--- src/rtl/mux_rr_arbiter.sv ---
// Three-requester arbiter feeding one registered 5-bit output with a
// valid/ready handshake. Round-robin or fixed priority with starvation
// promotion, selected by FIXED_PRIO.
module mux_rr_arbiter #(
  parameter int unsigned FIXED_PRIO   = 0,
  parameter int unsigned STARVE_LIMIT = 8
) (
  input  logic       clk,
  input  logic       rst_n,
  input  logic [2:0] req,
  input  logic [3:0] ip1,
  input  logic [3:0] ip2,
  input  logic [3:0] ip3,
  output logic [2:0] gnt,
  output logic [4:0] out_data,
  output logic [1:0] out_src,
  output logic       out_valid,
  input  logic       out_ready
);

  localparam logic [0:0] EMPTY = 1'b0;
  localparam logic [0:0] FULL  = 1'b1;
  localparam logic [7:0] LIMIT = 8'(STARVE_LIMIT);

  logic [0:0] state;
  logic [1:0] rr_ptr;
  logic [7:0] wait_cnt [3];
  logic       load_en;
  logic       grant;
  logic [2:0] starved;
  logic [1:0] winner;
  logic [3:0] win_data;

  // Round-robin search starting one past the last winner, wrapping 2 -> 0.
  function automatic logic [1:0] rr_pick(input logic [2:0] r, input logic [1:0] p);
    logic [1:0] a, b, c;
    case (p)
      2'd0:    begin a = 2'd1; b = 2'd2; c = 2'd0; end
      2'd1:    begin a = 2'd2; b = 2'd0; c = 2'd1; end
      default: begin a = 2'd0; b = 2'd1; c = 2'd2; end
    endcase
    if (r[a]) return a;
    if (r[b]) return b;
    return c;
  endfunction

  // Lowest set index of a non-empty mask.
  function automatic logic [1:0] lowest(input logic [2:0] m);
    if (m[0]) return 2'd0;
    if (m[1]) return 2'd1;
    return 2'd2;
  endfunction

  assign out_valid = (state == FULL);
  assign load_en   = !out_valid || out_ready;
  assign grant     = rst_n && load_en && (|req);

  // Winner selection and combinational grant; reset forces gnt low.
  always_comb begin
    starved = '0;
    winner  = '0;
    for (int unsigned i = 0; i < 3; i++)
      starved[i] = req[i] && (wait_cnt[i] >= LIMIT);
    if (FIXED_PRIO != 0) begin
      if (|starved) winner = lowest(starved);
      else          winner = lowest(req);
    end else begin
      winner = rr_pick(req, rr_ptr);
    end
    gnt = grant ? (3'b001 << winner) : '0;
  end

  // Data mux for the selected source.
  always_comb begin
    case (winner)
      2'd0:    win_data = ip1;
      2'd1:    win_data = ip2;
      default: win_data = ip3;
    endcase
  end

  // Output register, round-robin pointer and starvation counters.
  always_ff @(posedge clk) begin
    if (!rst_n) begin
      state    <= EMPTY;
      out_data <= '0;
      out_src  <= '0;
      rr_ptr   <= 2'd2;
      for (int unsigned i = 0; i < 3; i++) wait_cnt[i] <= '0;
    end else if (grant) begin
      state    <= FULL;
      out_data <= {1'b0, win_data};
      out_src  <= winner;
      rr_ptr   <= winner;
      for (int unsigned i = 0; i < 3; i++) begin
        if (2'(i) == winner)
          wait_cnt[i] <= '0;
        else if (req[i] && (wait_cnt[i] < LIMIT))
          wait_cnt[i] <= wait_cnt[i] + 8'd1;
      end
    end else if (out_ready) begin
      state <= EMPTY;
    end
  end

endmodule
--- config.mk ---
export PLATFORM = sky130hd
export DESIGN_NAME = mux_rr_arbiter
export DESIGN_NICKNAME = d
export VERILOG_FILES = /design/src/rtl/mux_rr_arbiter.sv
export SDC_FILE = /design/constraint.sdc
export NUM_CORES = 1
export LEC_CHECK = 0
export ABC_AREA = 1
export BUFFER_PORTS_ARGS = -buffer_cell sky130_fd_sc_hd__clkbuf_2
export CAP_MARGIN = 20
export CORE_ASPECT_RATIO = 1.25
export CORE_MARGIN = 2
export CORE_UTILIZATION = 23
export CTS_BUF_LIST = sky130_fd_sc_hd__clkbuf_8
export DETAILED_ROUTE_END_ITERATION = 10
export SYNTH_ARGS = -nofsm -noshare
export SYNTH_HDL_FRONTEND = slang
export SYNTH_SLANG_ARGS = --single-unit
export TNS_END_PERCENT = 20
--- constraint.sdc ---
create_clock -name clk -period 1.86 [get_ports clk]
set_clock_uncertainty 0.1 [all_clocks]
set_input_delay 0 -clock clk [delete_from_list [all_inputs] [get_ports clk]]
set_output_delay 0 -clock clk [all_outputs]
set_load 0.01 [all_outputs]
==> results by stage, run 1 <==
Yosys:
- The synthesized design contains 8 register bits.
- The synthesis warning total is 0.
- The cell type with the highest aggregate area in the netlist is sky130_fd_sc_hd__dfxtp_1.
- The post-synthesis cell count is 83.
- By area, the combinational part of the netlist is dominated by simple AND/OR/NAND/NOR gates.
- By area the synthesized netlist is led by sky130_fd_sc_hd__dfxtp_1, sky130_fd_sc_hd__nand2_1, sky130_fd_sc_hd__nor2_1.
- The net count of the mapped netlist is 101.
- Of the synthesized area, sequential elements account for 0.292.
- The count of flip-flops with a built-in enable after synthesis is 0.
- After synthesis, the netlist uses 18 different library cells.
- The share of cell area taken by muxes after synthesis is 0.
- In the synthesized netlist the async set-or-reset flop fraction comes to 0.
- The total standard cell area after synthesis is 548 um^2.
- The share of the synthesized netlist area taken by xor and xnor gates is 0.
- By instance count, the leading cell after synthesis is sky130_fd_sc_hd__nand2_1.
- The compound-cell area share of the yosys netlist is 0.119.
- The adder-cell area share of the yosys netlist is 0.
- Of the total synthesized cell area, the portion taken by AND, OR, NAND and NOR gates is 0.445.
- The most used flip-flop cell after synthesis is sky130_fd_sc_hd__dfxtp_1.
- By count the netlist is led by sky130_fd_sc_hd__nand2_1, sky130_fd_sc_hd__nor2_1, sky130_fd_sc_hd__inv_1, sky130_fd_sc_hd__dfxtp_1.
- The mean area per synthesized cell is 6.60 um^2.
- The fraction of post-synthesis cell area in the top cell type by area is 0.292.

Clock network:
- The clock transition at the registers of the reported paths is 0.04 ns.
- The cell sitting at the root of the clock tree is a sky130_fd_sc_hd__clkbuf_8.
- The total clock sinks is 8.
- The clock tree buffer depth is 2.
- The insertion delay to the later sink of the worst-skew pair is 0.23 ns.
- In this run the number of H-tree levels came out at 1.
- The number of CTS-inserted buffers is 3.
- The CTS tree is built.

Layout:
- The multi-input combinational cell area is 325 um^2.
- In the final design database the tool counted 137 nets.
- The layout has 270 filler cells.
- The area growth from synthesis to layout is 50.9%.
- The core utilization of the finished layout is 0.370.
- The repair_antennas step left the layout with diodes totalling 0.
- The sequential cell area is 163 um^2.
- The share of cells above drive strength 1 is 0.444.

Worst setup path:
- The delay contributed by the slowest stage of the critical path is 0.55 ns.
- The worst-case register-to-register setup slack is 0.12 ns.
- Traced cell by cell, the critical path runs through nor2_4 > nand2_1 > nand2_2 > nand2_2 > nand2_4 > nand2_1 > nand2_1 > dlygate4sd3_1 > nor2_1 > nor2_1.
- On the critical path the largest part of the delay comes from simple AND/OR/NAND/NOR gates.
- The worst flop-to-flop path endpoint is out_data[2].
- The critical path launch point type is a register.
- Data arrives at the worst endpoint at 1.76 ns.
- Of all nets on the critical path, the largest fanout is 5.
- The critical path in this run is classified as register to register.
- STA classifies the critical path endpoint as a register.
- Counting both buffers and inverters, the worst setup path holds a total of 1.
- The worst reg-to-reg path cell count is 10.
- The startpoint of the most critical register-to-register path is rr_ptr[1].
- The most common cell type on the critical path is sky130_fd_sc_hd__nand2_1.
- At the worst endpoint, the required time is 1.88 ns.
- The critical-path cell with the highest stage delay is sky130_fd_sc_hd__dlygate4sd3_1.

Floorplanning:
- The count of boundary I/O pins is 29.
- The area of the die is 2790 um^2.
- The die extent in y is 58.6 um.
- The starting density of the core is 0.245.
- In this run the standard cell core region covers 2230 um^2.
- The die width is 47.7 um.
- The number of placement rows is 19.

Placement:
- Port buffering added 27 buffers.
- The final weighted congestion in routability-driven placement is 0.847.
- The half-perimeter wire length of the detailed placement result is 1110 um.

Timing:
- Summed over all failing endpoints, the final setup total negative slack is 0 ns.
- The ratio of final minimum period to clock period is 0.935.
- The number of pins with negative max-slew slack in the final report is 0.
- Hold timing on the final database bottoms out at a slack of -0.00340 ns.
- The final hold violation count is 1.
- The fmax is 575 MHz.
- The final setup violation count is 0.
- Setup repair after global routing left no endpoint under its margin.
- The final critical delay including setup and external delays is 1.74 ns.

Global routing:
- The initial antenna violation count came to 0.
- The combined global-route utilization of all metal layers is 0.111.
- The sum of overflow across all layers after global routing is 0.
- The number of global-route vias before repair is 542.
- The global-route wire length before repair is 2130 um.
- The pin count of the biggest net entering global routing is 14.

Route:
- The detailed router's first-iteration violation count is 13.
- The final wirelength is 1450 um.
- Detailed routing inserted a total of 616 vias.
- Dividing the detail-routed wire length by the instance count gives 9.79 um.
- The remaining antenna violation count is 0.
- Dividing the detail-routed via count by the number of cells gives 4.16.
- The post-route DRC violation count is 0.
- The number of detailed-routing iterations run before antenna repair is 4.

Pwr:
- The worst vdd rail ir drop is 0.000360 V.
- The total power density per cell area is 809 nW/um^2.
- The total power is 0.669 mW.
- The cell leakage power is 0.456 nW.

Min path:
- The number of cells on the worst hold path is 5.
- The path with the worst hold slack has its endpoint at out_data[0].
- The worst min-delay path class is primary input to register.
- In this run the most critical hold path is launched from ip1[0].

Run status:
- The flow ran to the end, but the final reports show violations.
- The final reports fail on hold timing.

Job:
- The max-cap check violation count is 0.
-- kinds of logic (layout without fill, tap and decap cells) --
group	count (synthesis)	in the layout
simple gates	48	48
buf+inv	16	50
other cells	1	1
compound gates	10	10
flops	8	8
-- worst max-delay path by stage --
stage | from | endpoint | cells after the start
floorplan | rr_ptr[1] | out_data[0] | 9
global placement | out_valid | out_data[3] | 6
detailed placement | out_valid | out_data[3] | 6
CTS | rst_n | gnt[0] | 7
global route | rr_ptr[1] | out_data[2] | 10
finish | rr_ptr[1] | out_data[2] | 10
-- cells in the final DEF, fill, tap and decap left out, drive strengths merged, types with 3 or more instances in the layout --
cell type	instances
dfxtp	8
a21oi	8
dlygate4sd3	4
nor2	15
nand3	6
inv	13
clkbuf	30
buf	3
nand2	25
-- cell type report --
class                           count  area share
Sequential cell                     8       0.197
Timing Repair Buffer               34       0.254
Inverter                           13      0.0590
Clock buffer                        3      0.0499
Multi-Input combinational cell     59       0.393
Tap cell                           31      0.0469
-- report_power, final --
part / leakage [nW] / switching, mW / total, mW / internal (mW)
registers: 0.0672 / 0.0204 / 0.218 / 0.198
logic: 0.367 / 0.136 / 0.240 / 0.104
clock network: 0.0216 / 0.0700 / 0.210 / 0.140
total: 0.456 / 0.226 / 0.669 / 0.443
-- worst min-delay path, cell delays in order --
cell                       delay [ns]
sky130_fd_sc_hd__clkbuf_2        0.08
sky130_fd_sc_hd__inv_1           0.05
sky130_fd_sc_hd__nor2_1          0.04
sky130_fd_sc_hd__nor2_1          0.08
sky130_fd_sc_hd__nor2_1          0.04
-- routing by layer --
metal | GRT usage | share of wire | vias up
met4 | 0.0811 | 0.026 | 0
met2 | 0.197 | 0.51 | 20
li1 | - | - | 322
met1 | 0.103 | 0.40 | 270
met3 | 0.0245 | 0.061 | 4
met5 | 0 | 0 | -
-- metrics by stage --
step           std cells  instance area [um^2]  hold WS, ns  setup slack [ns]
2_1_floorplan         83                   548      0.00591             0.646
3_3_place_gp         138                   696        0.215             0.449
3_5_place_dp         138                   696        0.213             0.410
4_1_cts              145                   777      0.00193            0.0362
5_1_grt              148                   827       0.0124           0.00314
6_report             148                   827     -0.00340             0.120
-- timing repair --
item                       4_1_cts  5_1_grt
hold endpoints to repair         3        0
setup buffers                    0        3
setup endpoints to repair        0        2
hold buffers                     4        0
resized for setup                0        4
-- sequential cells by signal (all words and copies together), names as in the netlist --
signal / count
out_src: 1
out_valid: 1
out_data: 4
rr_ptr: 2
Power figures use the tool's default switching activity.
==> run 2: changes to the inputs <==
--- a/config.mk
+++ b/config.mk
@@ -8,7 +8,6 @@
 export ABC_AREA = 1
 export BUFFER_PORTS_ARGS = -buffer_cell sky130_fd_sc_hd__clkbuf_2
 export CAP_MARGIN = 20
-export CORE_ASPECT_RATIO = 1.25
 export CORE_MARGIN = 2
 export CORE_UTILIZATION = 23
 export CTS_BUF_LIST = sky130_fd_sc_hd__clkbuf_8
==> run 2 against run 1 <==
The flow now finishes without violations. Critical endpoint is now gnt[1]. Worst setup slack improved by 0.15 ns. Largest power group unchanged. Wire length fell by 9.3%. Sequential cell count did not move. Fmax rose by 9.7%.
==> results by stage, run 2 (synthesized netlist as in run 1, its figures left out) <==
Run status:
- Result of the run: finished clean (was finished with violations).

Placement:
- The number of placed instances with taps included was 135 (was 138).
- The half-perimeter wire length of the detailed placement result is 1080 um (was 1110 um).
- The final weighted congestion in routability-driven placement is 0.814 (was 0.847).
- The count of port buffers added during placement is 27 (unchanged).

Worst setup path:
- The critical-path cell with the highest stage delay was sky130_fd_sc_hd__dlygate4sd3_1 (unchanged).
- The most common cell type on the critical path was sky130_fd_sc_hd__clkbuf_2 (was sky130_fd_sc_hd__nand2_1).
- The endpoint kind of the worst setup timing path is an output pin (was register).
- The critical path data required time is 1.76 ns (was 1.88 ns).
- The peak fanout along the critical path came to 6 (was 5).
- The critical path launch point type is a primary input (was register).
- The delay contributed by the slowest stage of the critical path is 0.52 ns (was 0.55 ns).
- The critical path's top delay family was buffers and inverters (was simple AND/OR/NAND/NOR gates).
- Cell-by-cell trace of the critical path: dlygate4sd3_1 > clkbuf_2 > inv_2 > nor3_4 > buf_4 > nand2_2 > inv_1 > clkbuf_2 (was nor2_4 > nand2_1 > nand2_2 > nand2_2 > nand2_4 > nand2_1 > nand2_1 > dlygate4sd3_1 > nor2_1 > nor2_1).
- The signal arrival time at the worst endpoint is 1.49 ns (was 1.76 ns).
- The number of buffers and inverters on the critical path is 6 (was 1).
- The classification of the worst setup path was primary input to output pin (was register to register).

Layout:
- The register bank with the most flops is out_data (unchanged).
- The number of antenna diodes is 0 (unchanged).
- The most common library cell in the layout ignoring fill and taps is sky130_fd_sc_hd__clkbuf_2 (unchanged).
- The core utilization of the finished layout is 0.361 (was 0.370).
- The multi-input combinational cell area is 313 um^2 (was 325 um^2).
- The number of flip-flops in the largest register is 4 (unchanged).
- Most frequent cells in the layout: sky130_fd_sc_hd__clkbuf_2, sky130_fd_sc_hd__nand2_1, sky130_fd_sc_hd__nor2_1, sky130_fd_sc_hd__inv_1, sky130_fd_sc_hd__dfxtp_1 (unchanged).
- The sequential cell area is 160 um^2 (was 163 um^2).
- The area growth from synthesis to layout is 47.0% (was 50.9%).
- The number of inserted filler cells in the final layout is 251 (was 270).
- The share of cells above drive strength 1 is 0.424 (was 0.444).
- Biggest regs: out_data: 4 flops, rr_ptr: 2 flops (unchanged).
- The post-layout instance count excluding filler cells is 146 (was 148).
- The count of nets after finishing is 138 (was 137).

Route:
- The number of detailed-routing iterations run before antenna repair is 3 (was 4).
- The per-cell via count in the routed design is 3.93 (was 4.16).
- The remaining antenna violation count is 0 (unchanged).
- The post-route DRC violation count is 0 (unchanged).
- The routed wire length per instance came to 9.00 um (was 9.79 um).
- The final wirelength is 1310 um (was 1450 um).
- The count of vias placed by the detailed router came to 574 (was 616).
- The detailed router's first-iteration violation count is 5 (was 13).

Timing:
- The final sum of negative setup slack came to 0 ns (unchanged).
- The number of pins with negative max-slew slack in the final report is 0 (unchanged).
- The ratio of final minimum period to clock period came to 0.853 (was 0.935).
- The final critical delay including setup and external delays is 1.59 ns (was 1.74 ns).
- The final setup violation count was 0 (unchanged).
- The final hold violation count is 0 (was 1).
- Unrepaired setup endpoints after global routing: no (unchanged).
- The fmax is 631 MHz (was 575 MHz).

Clock network:
- The total clock sinks is 8 (unchanged).
- The clock tree root driver cell is sky130_fd_sc_hd__clkbuf_8 (unchanged).
- The clock transition at the registers of the reported paths was 0.04 ns (about the same).
- The insertion delay to the later sink of the worst-skew pair is 0.22 ns (was 0.23 ns).
- The CTS H-tree depth came to 1 (unchanged).
- The post-CTS resize count is 0 (unchanged).
- The CTS tree is built (unchanged).
- The clock tree buffer depth was 2 (unchanged).
- The number of CTS-inserted buffers was 3 (unchanged).

Floorplanning:
- The die extent in y was 52.8 um (was 58.6 um).
- The placeable core area is 2230 um^2 (about the same).
- The starting density of the core is 0.245 (about the same).
- The count of boundary I/O pins came to 29 (unchanged).
- The number of placement rows is 17 (was 19).
- The area of the die is 2790 um^2 (about the same).
- The die width is 52.8 um (was 47.7 um).

Min path:
- The worst min-delay path class is primary input to register (unchanged).

Job:
- The max-cap check violation count is 0 (unchanged).

Global routing:
- The combined global-route utilization of all metal layers is 0.107 (was 0.111).
- The pin count of the biggest net entering global routing is 14 (unchanged).
- The initial antenna violation count is 0 (unchanged).
- The sum of overflow across all layers after global routing is 0 (unchanged).
- The global-route wire length before repair is 2220 um (was 2130 um).
- The number of global-route vias before repair is 568 (was 542).

Pwr:
- The cell leakage power is 0.453 nW (was 0.456 nW).
- The total power density per cell area is 800 nW/um^2 (was 809 nW/um^2).
- The worst vdd rail ir drop came to 0.000590 V (was 0.000360 V).
[run 2: layout make-up]
type / count / share of cell area
multi-input combinational: 59 / 0.388
timing repair buffer: 35 / 0.258
sequential: 8 / 0.199
inverter: 13 / 0.0606
clock buffer: 3 / 0.0512
tap: 28 / 0.0435
[run 2: metrics by stage]
step / total power, mW / worst slack, ns / cell area (um^2) / hold slack [ns]
global route: 0.693 / 0.179 / 806 / 0.0455
floorplan: 0.365 / 0.646 / 548 / 0.00591
global placement: 0.428 / 0.495 / 692 / 0.215
CTS: 0.648 / 0.0140 / 783 / 0.00657
detailed placement: 0.431 / 0.443 / 692 / 0.220
finish: 0.645 / 0.274 / 806 / 0.00676
[run 2: final timing paths]
check              from           to  slack, ns  cells past startpoint
max               rst_n       gnt[1]       0.27                      8
min              ip2[0]  out_data[0]      0.007                      5
max reg2reg   out_valid  out_data[3]       0.44                      8
min reg2reg  out_src[1]   out_src[1]       0.38                      2
[run 2: repair_timing]
action | in CTS | in global routing
setup endpoints to repair | 0 | 2
endpoints found under the hold margin | 3 | 0
setup buffers | 0 | 3
hold buffers | 5 | 0
[run 2: worst register-to-register path, delay by kind of cell, from the launching register on]
kind	cells	cell delay, ns
flops	1	0.30
simple gates	5	0.54
buf+inv	3	0.38
[run 2: where the power goes]
| part | switching [mW] | total, mW | internal, mW |
|---|---|---|---|
| clock network | 0.0647 | 0.205 | 0.140 |
| logic | 0.131 | 0.227 | 0.0958 |
| registers | 0.0167 | 0.213 | 0.197 |
| total | 0.213 | 0.645 | 0.432 |
[run 2: routing by layer]
metal | GRT usage | share of wire
met4 | 0.0128 | 0
met1 | 0.126 | 0.47
met3 | 0.0514 | 0.084
met2 | 0.181 | 0.45
met5 | 0 | 0
